$ cat config.mk
export PLATFORM = sky130hd
export DESIGN_NAME = wb_stage
export DESIGN_NICKNAME = d
export VERILOG_FILES = /design/src/rtl/core_pkg.sv /design/src/rtl/wb_load_fmt.sv /design/src/rtl/wb_stage.sv
export SDC_FILE = /design/constraint.sdc
export NUM_CORES = 1
export LEC_CHECK = 0
export CAP_MARGIN = 20
export CORE_MARGIN = 5
export CORE_UTILIZATION = 43
export CTS_CLUSTER_DIAMETER = 120
export DETAILED_ROUTE_END_ITERATION = 6
export PLACE_DENSITY = 0.82
export SKIP_CTS_REPAIR_TIMING = 1
export SLEW_MARGIN = 20
export SYNTH_ARGS = -nofsm -noshare
export SYNTH_HDL_FRONTEND = slang
export SYNTH_SLANG_ARGS = --single-unit
$ cat constraint.sdc
create_clock -name clk -period 3.4 [get_ports clk]
set_input_delay 0.68 -clock clk [delete_from_list [all_inputs] [get_ports clk]]
set_output_delay 0.68 -clock clk [all_outputs]
set_load 0.03 [all_outputs]
$ cat src/rtl/core_pkg.sv
// Shared encodings for the write-back stage: result sources, load sizes and FSM states.
package core_pkg;

    localparam logic [1:0] SRC_ALU = 2'd0;
    localparam logic [1:0] SRC_MEM = 2'd1;
    localparam logic [1:0] SRC_CSR = 2'd2;
    localparam logic [1:0] SRC_PC4 = 2'd3;

    localparam logic [1:0] LD_B = 2'd0;
    localparam logic [1:0] LD_H = 2'd1;
    localparam logic [1:0] LD_W = 2'd2;
    localparam logic [1:0] LD_D = 2'd3;

    typedef enum logic [1:0] {
        IDLE    = 2'd0,
        LD_WAIT = 2'd1,
        DRAIN   = 2'd2
    } wb_state_e;

endpackage

$ cat src/rtl/wb_load_fmt.sv
// Load data formatter: selects the addressed lane, shifts it to bit 0 and
// sign- or zero-extends it to XLEN.
module wb_load_fmt
    import core_pkg::*;
#(
    parameter int unsigned XLEN  = 32,
    parameter int unsigned LSB_W = 2
) (
    input  logic [XLEN-1:0]  rdata,
    input  logic [1:0]       size,
    input  logic             ld_unsigned,
    input  logic [LSB_W-1:0] lsb,
    output logic [XLEN-1:0]  result
);

    localparam logic [XLEN-1:0] MASK_B = XLEN'(8'hFF);
    localparam logic [XLEN-1:0] MASK_H = XLEN'(16'hFFFF);
    localparam logic [XLEN-1:0] MASK_W = XLEN'(32'hFFFF_FFFF);

    logic [LSB_W-1:0] byte_off;
    logic [XLEN-1:0]  shifted;
    logic [XLEN-1:0]  mask;
    logic             sign;

    // Clearing low offset bits keeps lanes naturally aligned; with XLEN=32 the
    // word mask also forces the word lane (and the double case) to zero.
    always_comb begin
        byte_off = '0;
        mask     = '1;
        sign     = 1'b0;
        case (size)
            LD_B: byte_off = lsb;
            LD_H: byte_off = lsb & ~LSB_W'(1);
            LD_W: byte_off = lsb & ~LSB_W'(3);
            default: byte_off = '0;
        endcase
        shifted = rdata >> {byte_off, 3'b000};
        case (size)
            LD_B: begin
                mask = MASK_B;
                sign = shifted[7];
            end
            LD_H: begin
                mask = MASK_H;
                sign = shifted[15];
            end
            LD_W: begin
                mask = MASK_W;
                sign = shifted[31];
            end
            default: begin
                mask = '1;
                sign = 1'b0;
            end
        endcase
        result = (sign & ~ld_unsigned) ? (shifted | ~mask) : (shifted & mask);
    end

endmodule

$ cat src/rtl/wb_stage.sv
// Registered, handshaked write-back stage: result select, load formatting,
// late-response wait and flushed-load drain.
module wb_stage
    import core_pkg::*;
#(
    parameter int unsigned XLEN = 32,
    parameter int unsigned RA_W = 5,
    localparam int unsigned LSB_W = $clog2(XLEN / 8)
) (
    input  logic              clk,
    input  logic              rst,
    input  logic              i_valid,
    output logic              o_ready,
    input  logic              i_flush,
    input  logic              i_rd_wen,
    input  logic [RA_W-1:0]   i_rd_addr,
    input  logic [1:0]        i_src_sel,
    input  logic [XLEN-1:0]   i_alu_result,
    input  logic [XLEN-1:0]   i_csr_rdata,
    input  logic [XLEN-1:0]   i_pc,
    input  logic [1:0]        i_ld_size,
    input  logic              i_ld_unsigned,
    input  logic [LSB_W-1:0]  i_addr_lsb,
    input  logic              i_mem_rvalid,
    input  logic [XLEN-1:0]   i_mem_rdata,
    output logic              o_rd_wen,
    output logic [RA_W-1:0]   o_rd_addr,
    output logic [XLEN-1:0]   o_rd_wdata,
    output logic              o_pend_valid,
    output logic [RA_W-1:0]   o_pend_addr
);

    wb_state_e        state_q, state_d;
    logic             wen_q, wen_d;
    logic [RA_W-1:0]  addr_q, addr_d;
    logic [XLEN-1:0]  wdata_q, wdata_d;
    logic             pwen_q, pwen_d;
    logic [RA_W-1:0]  paddr_q, paddr_d;
    logic [1:0]       psize_q, psize_d;
    logic             puns_q, puns_d;
    logic [LSB_W-1:0] plsb_q, plsb_d;

    logic             accept;
    logic [XLEN-1:0]  fmt_data;
    logic [XLEN-1:0]  sel_data;
    logic [1:0]       fmt_size;
    logic             fmt_uns;
    logic [LSB_W-1:0] fmt_lsb;

    // One formatter serves both the zero-latency path and the waiting load.
    assign fmt_size = (state_q == IDLE) ? i_ld_size     : psize_q;
    assign fmt_uns  = (state_q == IDLE) ? i_ld_unsigned : puns_q;
    assign fmt_lsb  = (state_q == IDLE) ? i_addr_lsb    : plsb_q;

    wb_load_fmt #(
        .XLEN  (XLEN),
        .LSB_W (LSB_W)
    ) u_fmt (
        .rdata       (i_mem_rdata),
        .size        (fmt_size),
        .ld_unsigned (fmt_uns),
        .lsb         (fmt_lsb),
        .result      (fmt_data)
    );

    assign o_ready      = (state_q == IDLE);
    assign accept       = i_valid & o_ready & ~i_flush;
    assign o_rd_wen     = wen_q;
    assign o_rd_addr    = addr_q;
    assign o_rd_wdata   = wdata_q;
    assign o_pend_valid = (state_q == LD_WAIT) & pwen_q & (paddr_q != '0);
    assign o_pend_addr  = paddr_q;

    always_comb begin
        sel_data = i_alu_result;
        case (i_src_sel)
            SRC_ALU: sel_data = i_alu_result;
            SRC_MEM: sel_data = fmt_data;
            SRC_CSR: sel_data = i_csr_rdata;
            default: sel_data = i_pc + XLEN'(4);
        endcase
    end

    always_comb begin
        state_d = state_q;
        wen_d   = 1'b0;
        addr_d  = addr_q;
        wdata_d = wdata_q;
        pwen_d  = pwen_q;
        paddr_d = paddr_q;
        psize_d = psize_q;
        puns_d  = puns_q;
        plsb_d  = plsb_q;
        case (state_q)
            IDLE: begin
                if (accept) begin
                    if (i_src_sel != SRC_MEM || i_mem_rvalid) begin
                        wen_d   = i_rd_wen & (i_rd_addr != '0);
                        addr_d  = i_rd_addr;
                        wdata_d = sel_data;
                    end else begin
                        pwen_d  = i_rd_wen;
                        paddr_d = i_rd_addr;
                        psize_d = i_ld_size;
                        puns_d  = i_ld_unsigned;
                        plsb_d  = i_addr_lsb;
                        state_d = LD_WAIT;
                    end
                end
            end
            LD_WAIT: begin
                // A flush coinciding with the response consumes it, so no drain is needed.
                if (i_flush) begin
                    state_d = i_mem_rvalid ? IDLE : DRAIN;
                end else if (i_mem_rvalid) begin
                    wen_d   = pwen_q & (paddr_q != '0);
                    addr_d  = paddr_q;
                    wdata_d = fmt_data;
                    state_d = IDLE;
                end
            end
            DRAIN: begin
                if (i_mem_rvalid) begin
                    state_d = IDLE;
                end
            end
            default: state_d = IDLE;
        endcase
    end

    always_ff @(posedge clk or posedge rst) begin
        if (rst) begin
            state_q <= IDLE;
            wen_q   <= 1'b0;
            addr_q  <= '0;
            wdata_q <= '0;
            pwen_q  <= 1'b0;
            paddr_q <= '0;
            psize_q <= '0;
            puns_q  <= 1'b0;
            plsb_q  <= '0;
        end else begin
            state_q <= state_d;
            wen_q   <= wen_d;
            addr_q  <= addr_d;
            wdata_q <= wdata_d;
            pwen_q  <= pwen_d;
            paddr_q <= paddr_d;
            psize_q <= psize_d;
            puns_q  <= puns_d;
            plsb_q  <= plsb_d;
        end
    end

endmodule
* Word level (Yosys, flattened, before mapping)
Index checks and enable logic that the tools add are counted.
** Storage, ports and cells
- Register bits after elaboration :: 51
- Input bits :: 146
- Word-level logic and storage cells :: 75
** Cells by class
- Add/sub/neg operators :: 1
- Equal/unequal tests :: 12
- Shifts and indexed selects :: 1
- Mux-type cells :: 29
- Bitwise operators :: 13
- Reduce and logical (&&, ||, !) cells :: 10
** Operators with widths (number)
- $mux W32 :: 5
- $pmux W32 S2 :: 2
- $pmux W32 S3 :: 1
- $add A32 B3 Y32 const B :: 1
- $and A32 B32 Y32 :: 1
- $not A32 Y32 :: 1
- $or A32 B32 Y32 :: 1
- $shr A32 B5 Y32 :: 1
- $mux W5 :: 4
- $mux W2 :: 7
- $pmux W5 S2 :: 1
- $reduce_bool A5 Y1 :: 2
- $and A1 B1 Y1 :: 7
- $eq A2 B1 Y1 const B :: 3
- $eq A2 B2 Y1 const B :: 3
- $logic_not A2 Y1 :: 3
- $ne A2 B1 Y1 const B :: 3
- $ne A2 B2 Y1 const B :: 3
- $pmux W2 S3 :: 1
- $mux W1 :: 5
- $reduce_and A5 Y1 :: 1
- $pmux W2 S2 :: 1
- $not A1 Y1 :: 3
- $pmux W1 S3 :: 1
- 5 further kinds :: 5

* Logic depth before layout (Yosys ltp)
- Word-level depth :: 12
- Depth in mapped cells :: 12
- Mapped depth without buffers :: 8

* Hierarchy
From an unflattened synthesis, not the netlist that was laid out.
** Unflattened totals
- Cells, all modules :: 563
- Area, all modules :: 4529.3 um2
** Modules (own cells, without submodules)
- wb_stage :: times used 1, cells each 472, area an instance 3823.7 um2
- wb_load_fmt :: times used 1, cells each 91, area an instance 705.7 um2

* Worst setup path before layout
OpenSTA, ideal clock, no wires.
- Path kind :: reg-to-reg
- Start :: reg state_q[1]
- End :: reg wdata_q[16], in the netlist o_rd_wdata[16]
- Setup time :: 138 ps
- Arrival :: 2405 ps
- Setup slack :: 856 ps
- Stages on the path, launching flop included :: 11
- Path buffers :: 2
- Clock period less this slack :: 2544 ps
- Path through :: dfrtp_1 > buf_6 > or2_1 > buf_4 > inv_4 > mux2_4 > a221oi_2 > a211oi_2 > or3_4 > a2111oi_4 > a211oi_1
** On the way
- Cells in the longest elaborated chain, start to end :: 12
- Elaborated cells between the ends (all ways) :: 32
** RTL lines
- from (decl) :: line wb_stage.sv:33 : wb_state_e state_q, state_d;
- from (signal assigned) :: line wb_stage.sv:143 : state_q <= state_d;
- $logic_not A2 Y1 (*) :: line wb_stage.sv:66 : assign o_ready = (state_q == IDLE);
- via o_ready :: line wb_stage.sv:13 : output logic o_ready,
- $mux W2 :: line wb_stage.sv:51 : assign fmt_size = (state_q == IDLE) ? i_ld_size : psize_q;
- $eq A2 B1 Y1 / $logic_not A2 Y1 (equally long branches) :: line wb_load_fmt.sv:31, wb_load_fmt.sv:38
- $pmux W2 S2 :: line wb_load_fmt.sv:31 : case (size)
- $shr A32 B5 Y32 :: line wb_load_fmt.sv:37 : shifted = rdata >> {byte_off, 3'b000};
- $pmux W1 S3 :: line wb_load_fmt.sv:38 : case (size)
- $and A1 B1 Y1 :: line wb_load_fmt.sv:56 : result = (sign & ~ld_unsigned) ? (shifted | ~mask) : (shifted & mask);
- $mux W32 :: line wb_load_fmt.sv:56
- $pmux W32 S3 :: line wb_stage.sv:76 : case (i_src_sel)
- $mux W32 :: line wb_stage.sv:97 : if (i_src_sel != SRC_MEM || i_mem_rvalid) begin
- $mux W32 :: line wb_stage.sv:96 : if (accept) begin
- $pmux W32 S2 :: line wb_stage.sv:94 : case (state_q)
- to (signal assigned) :: line wb_stage.sv:146 : wdata_q <= wdata_d;
- to (decl) :: line wb_stage.sv:36 : logic [XLEN-1:0] wdata_q, wdata_d;
Mark *: on every way through the listed nets, which the timed path passes. The rest lies on a longest branch. The select of a mux whose other input is x is not followed.
A chain may end at the register's enable or synchronous reset.

* Worst setup path in the final report
- Start :: reg state_q[0]
- End :: reg wdata_q[22], in the netlist o_rd_wdata[22]
** On the way
- Cells in the longest elaborated chain, start to end :: 12
- Elaborated cells between the ends (all ways) :: 32
** RTL lines (line)
- $logic_not A2 Y1
- $mux W2 :: wb_stage.sv:51
- $eq A2 B1 Y1 / $logic_not A2 Y1 (equally long branches) :: wb_load_fmt.sv:31, wb_load_fmt.sv:38
- $pmux W2 S2 :: wb_load_fmt.sv:31
- $shr A32 B5 Y32 :: wb_load_fmt.sv:37
- $pmux W1 S3 :: wb_load_fmt.sv:38
- $and A1 B1 Y1 :: wb_load_fmt.sv:56
- $mux W32 :: wb_load_fmt.sv:56
- $pmux W32 S3 :: wb_stage.sv:76
- $mux W32 :: wb_stage.sv:97
- $mux W32 :: wb_stage.sv:96
- $pmux W32 S2 :: wb_stage.sv:94
Parallel ways exist; a longest one is shown, timed or not. The select of a mux whose other input is x is not followed.

==> metrics.txt <==
number of cell rows 36; path type of the worst min-delay path reg2reg; Avg Synthesized Cell Area between 8 and 9 um2; Ys Warns 0; Worst EP required approximately 3600 ps; Leakage roughly 2.8 nW; Synth Area in Compound Gates 25.6%; Area Growth Syn to Fin 51.4%; worst IR drop on VDD about 0.20 mV; ant diodes 0; largest net degree at the start of global routing 40; setup TNS 0 ps; layout cells sized above 1 a little over a tenth; most frequent cells in the layout clkdlybuf4s50_1 (188), nand2_1 (73), nor2_1 (51), dfrtp_1 (51), mux2i_1 (37); effective utilization at floorplan between 40% and 50%; H-tree levels 2; Final Worst Setup Slack approximately 340 ps; Synth Area in Simple Gates about 22%; Die W approximately 110 um; Clock Latency Late Sink roughly 320 ps; Tightest Pin Transition roughly 850 ps; Detail Route Antenna Nets 0; mux contribution to synthesized area 13.5%; routed length per instance ~21 um; Hold Fails Final Rpt 0; final WL between 15000 and 20000 um; # DRC 0; vias in the first global route about 5200; first-pass GRT wire length between 20000 and 30000 um; post-synth top area share 29.3%; synthesized area 4360 um2; Nets 861; detailed placement HPWL approximately 15000 um; CP arrival about 3300 ps; Final Critical Period approximately 3000 ps; sequential area share after synthesis between 20% and 30%; initial antenna violation count 0; CP startpoint kind flip-flop; clock tree sinks 51; setup repair after global routing missed its margin no; Worst slew margin between 40 and 50%; Post-synth EDFFs 0; gpl congestion between 0.9 and 1; core area slightly below 10000 um2; status finished clean; FMAX about 330 MHz; #FFs+latches synth 51; Inserted Clock Buffers 5; deepest clock path buffer count 2; maxcap violations 0; ys async rst share 100%; Non-Filler Instances about 850; final worst path period share 90.1%; die span in y about 110 um; Tot GR Track Use between 20% and 30%; Avg Vias per Cell between 6 and 7; Syn Nets between 600 and 700; critical path fanouts, max 14; via count slightly above 5000; dpl ws around 190 ps; root buf cell clkbuf_8; PD cells between 300 and 400 nW/um2; clock-pin transition on the worst setup and hold timing paths about 100 ps; drt pass-1 iters 5; switching part of the total between 30% and 40%; placed cell count 840; Pint ~0.0015 W; Yosys top cell by area dfrtp_1; Post-Syn Instances 527; clock share of power a little under a fifth; worst clock skew between 10 and 15 ps; Flop pwr share roughly 34%; final slew viol count 0; buffers added on ports between 150 and 200; number of DRC markers in iteration 0 450; synth unique cells a little over 70; Crit Path Category reg2reg; CTS tree built; gr ovfl total 0; synth top area cells dfrtp_1 (29%), mux2i_1 (8.5%), nand2_1 (6.3%); Die Area 12300 um2; Synth Area in Adders less than 1%; critical path endpoint category flip-flop; Setup violations, final 0; commonest non-fill, non-tap cell in the layout clkdlybuf4s50_1; Psw 0.000952 W; Main synth FF type dfrtp_1; XOR/XNOR Fraction of Synth Area under 10%; I/O pin total ~190; combinational share of power 47.5%; main combinational cell family by area after synthesis compound AO/OA/AOI/OAI gates
==> cells in the mapped netlist (2+ instances only) <==
master and instances:
nand2_1 73, dfrtp_1 51, nor2_1 51, mux2i_1 37
o21ai_0 33, a21oi_1 28, clkbuf_1 20, mux2_2 18
xor2_1 17, o22ai_1 15, nand3_1 12, nand4_1 11
xnor2_1 10, a31oi_1 9, a221oi_1 8, nor2b_1 8
a211oi_1 7, a22oi_1 7, nor3_1 7, inv_1 6
o221ai_1 6, a21o_1 5, a22o_1 5, a32oi_1 5
and2_1 5, buf_1 5, o21a_1 5, buf_2 4
buf_6 3, nand2b_1 3, o211ai_1 3, o22a_1 3
or3_1 3, a221oi_2 2, and3_1 2, and4_1 2
buf_4 2, o31ai_1 2, or4_1 2
==> worst paths after layout <==
kind,startpoint,end,slack [ps],cells after the start
max,state_q[0],o_rd_wdata[22],340,9
min in group asynchronous,rst,pwen_q,750,2
max in group asynchronous,rst,o_rd_wdata[16],1890,3
max reg2reg,state_q[0],o_rd_wdata[22],340,9
min,o_rd_wdata[7],o_rd_wdata[7],490,2
min reg2reg,o_rd_wdata[7],o_rd_wdata[7],490,2
==> critical path, stage by stage, from the launching register on <==
cell	delay (ps)
dfrtp_1	620
or2_1	350
inv_4	130
o31ai_2	710
nand2_2	100
buf_4	240
mux2i_1	240
nor2_1	100
o21ai_0	280
o211ai_1	150
==> cell families after synthesis <==
| family | count (synthesis) |
|---|---|
| AOI/OAI and AO/OA | 158 |
| adders and majority gates | 1 |
| muxes | 56 |
| buffers and inverters | 41 |
| DFF | 51 |
| and+or+nand+nor | 193 |
| xor gates and xnor gates | 27 |
==> through the flow <==
stage                     cell area (um2)  total power [W]  hold slack (ps)  utilization [%]
after global placement               6480          0.00198              463             66.0
after floorplan                      4360          0.00142              471                -
after global routing                 6600          0.00257              509             67.3
after detailed placement             6480          0.00200              470             66.0
after CTS                            6600          0.00247              494             67.3
final                                6600          0.00247              492             67.3
==> power by group through the flow <==
stage	clock (W)	combinational (W)	sequential (W)
after floorplan	0	0.000379	0.00104
after global placement	0	0.00115	0.000836
after detailed placement	0	0.00116	0.000842
after CTS	0.000468	0.00117	0.000829
after global routing	0.000488	0.00124	0.000846
final	0.000467	0.00117	0.000831
==> routing by layer <==
metal	routed length [um]	up-vias	global-route usage (%)
met5	0	-	0
met3	1660	57	6.44
li1	-	2325	-
met4	601	0	10.3
met1	7190	2449	35.6
met2	8560	316	46.2
==> registers in the layout, indices dropped and copies added, names as in the netlist <==
signal,cells
o_rd_addr,5
puns_q,1
psize_q,2
plsb_q,2
pwen_q,1
o_pend_addr,5
state_q,2
o_rd_wdata,32
o_rd_wen,1
==> final cells by class <==
type,count,area (um2)
clock buffer,6,82.6
clock inverter,2,38.8
fill,870,3220
inverter,7,28.8
multi-input combinational,435,2910
sequential,51,1280
tap,133,166
timing repair buffer,214,2100
(Power assumes the default switching activity.)
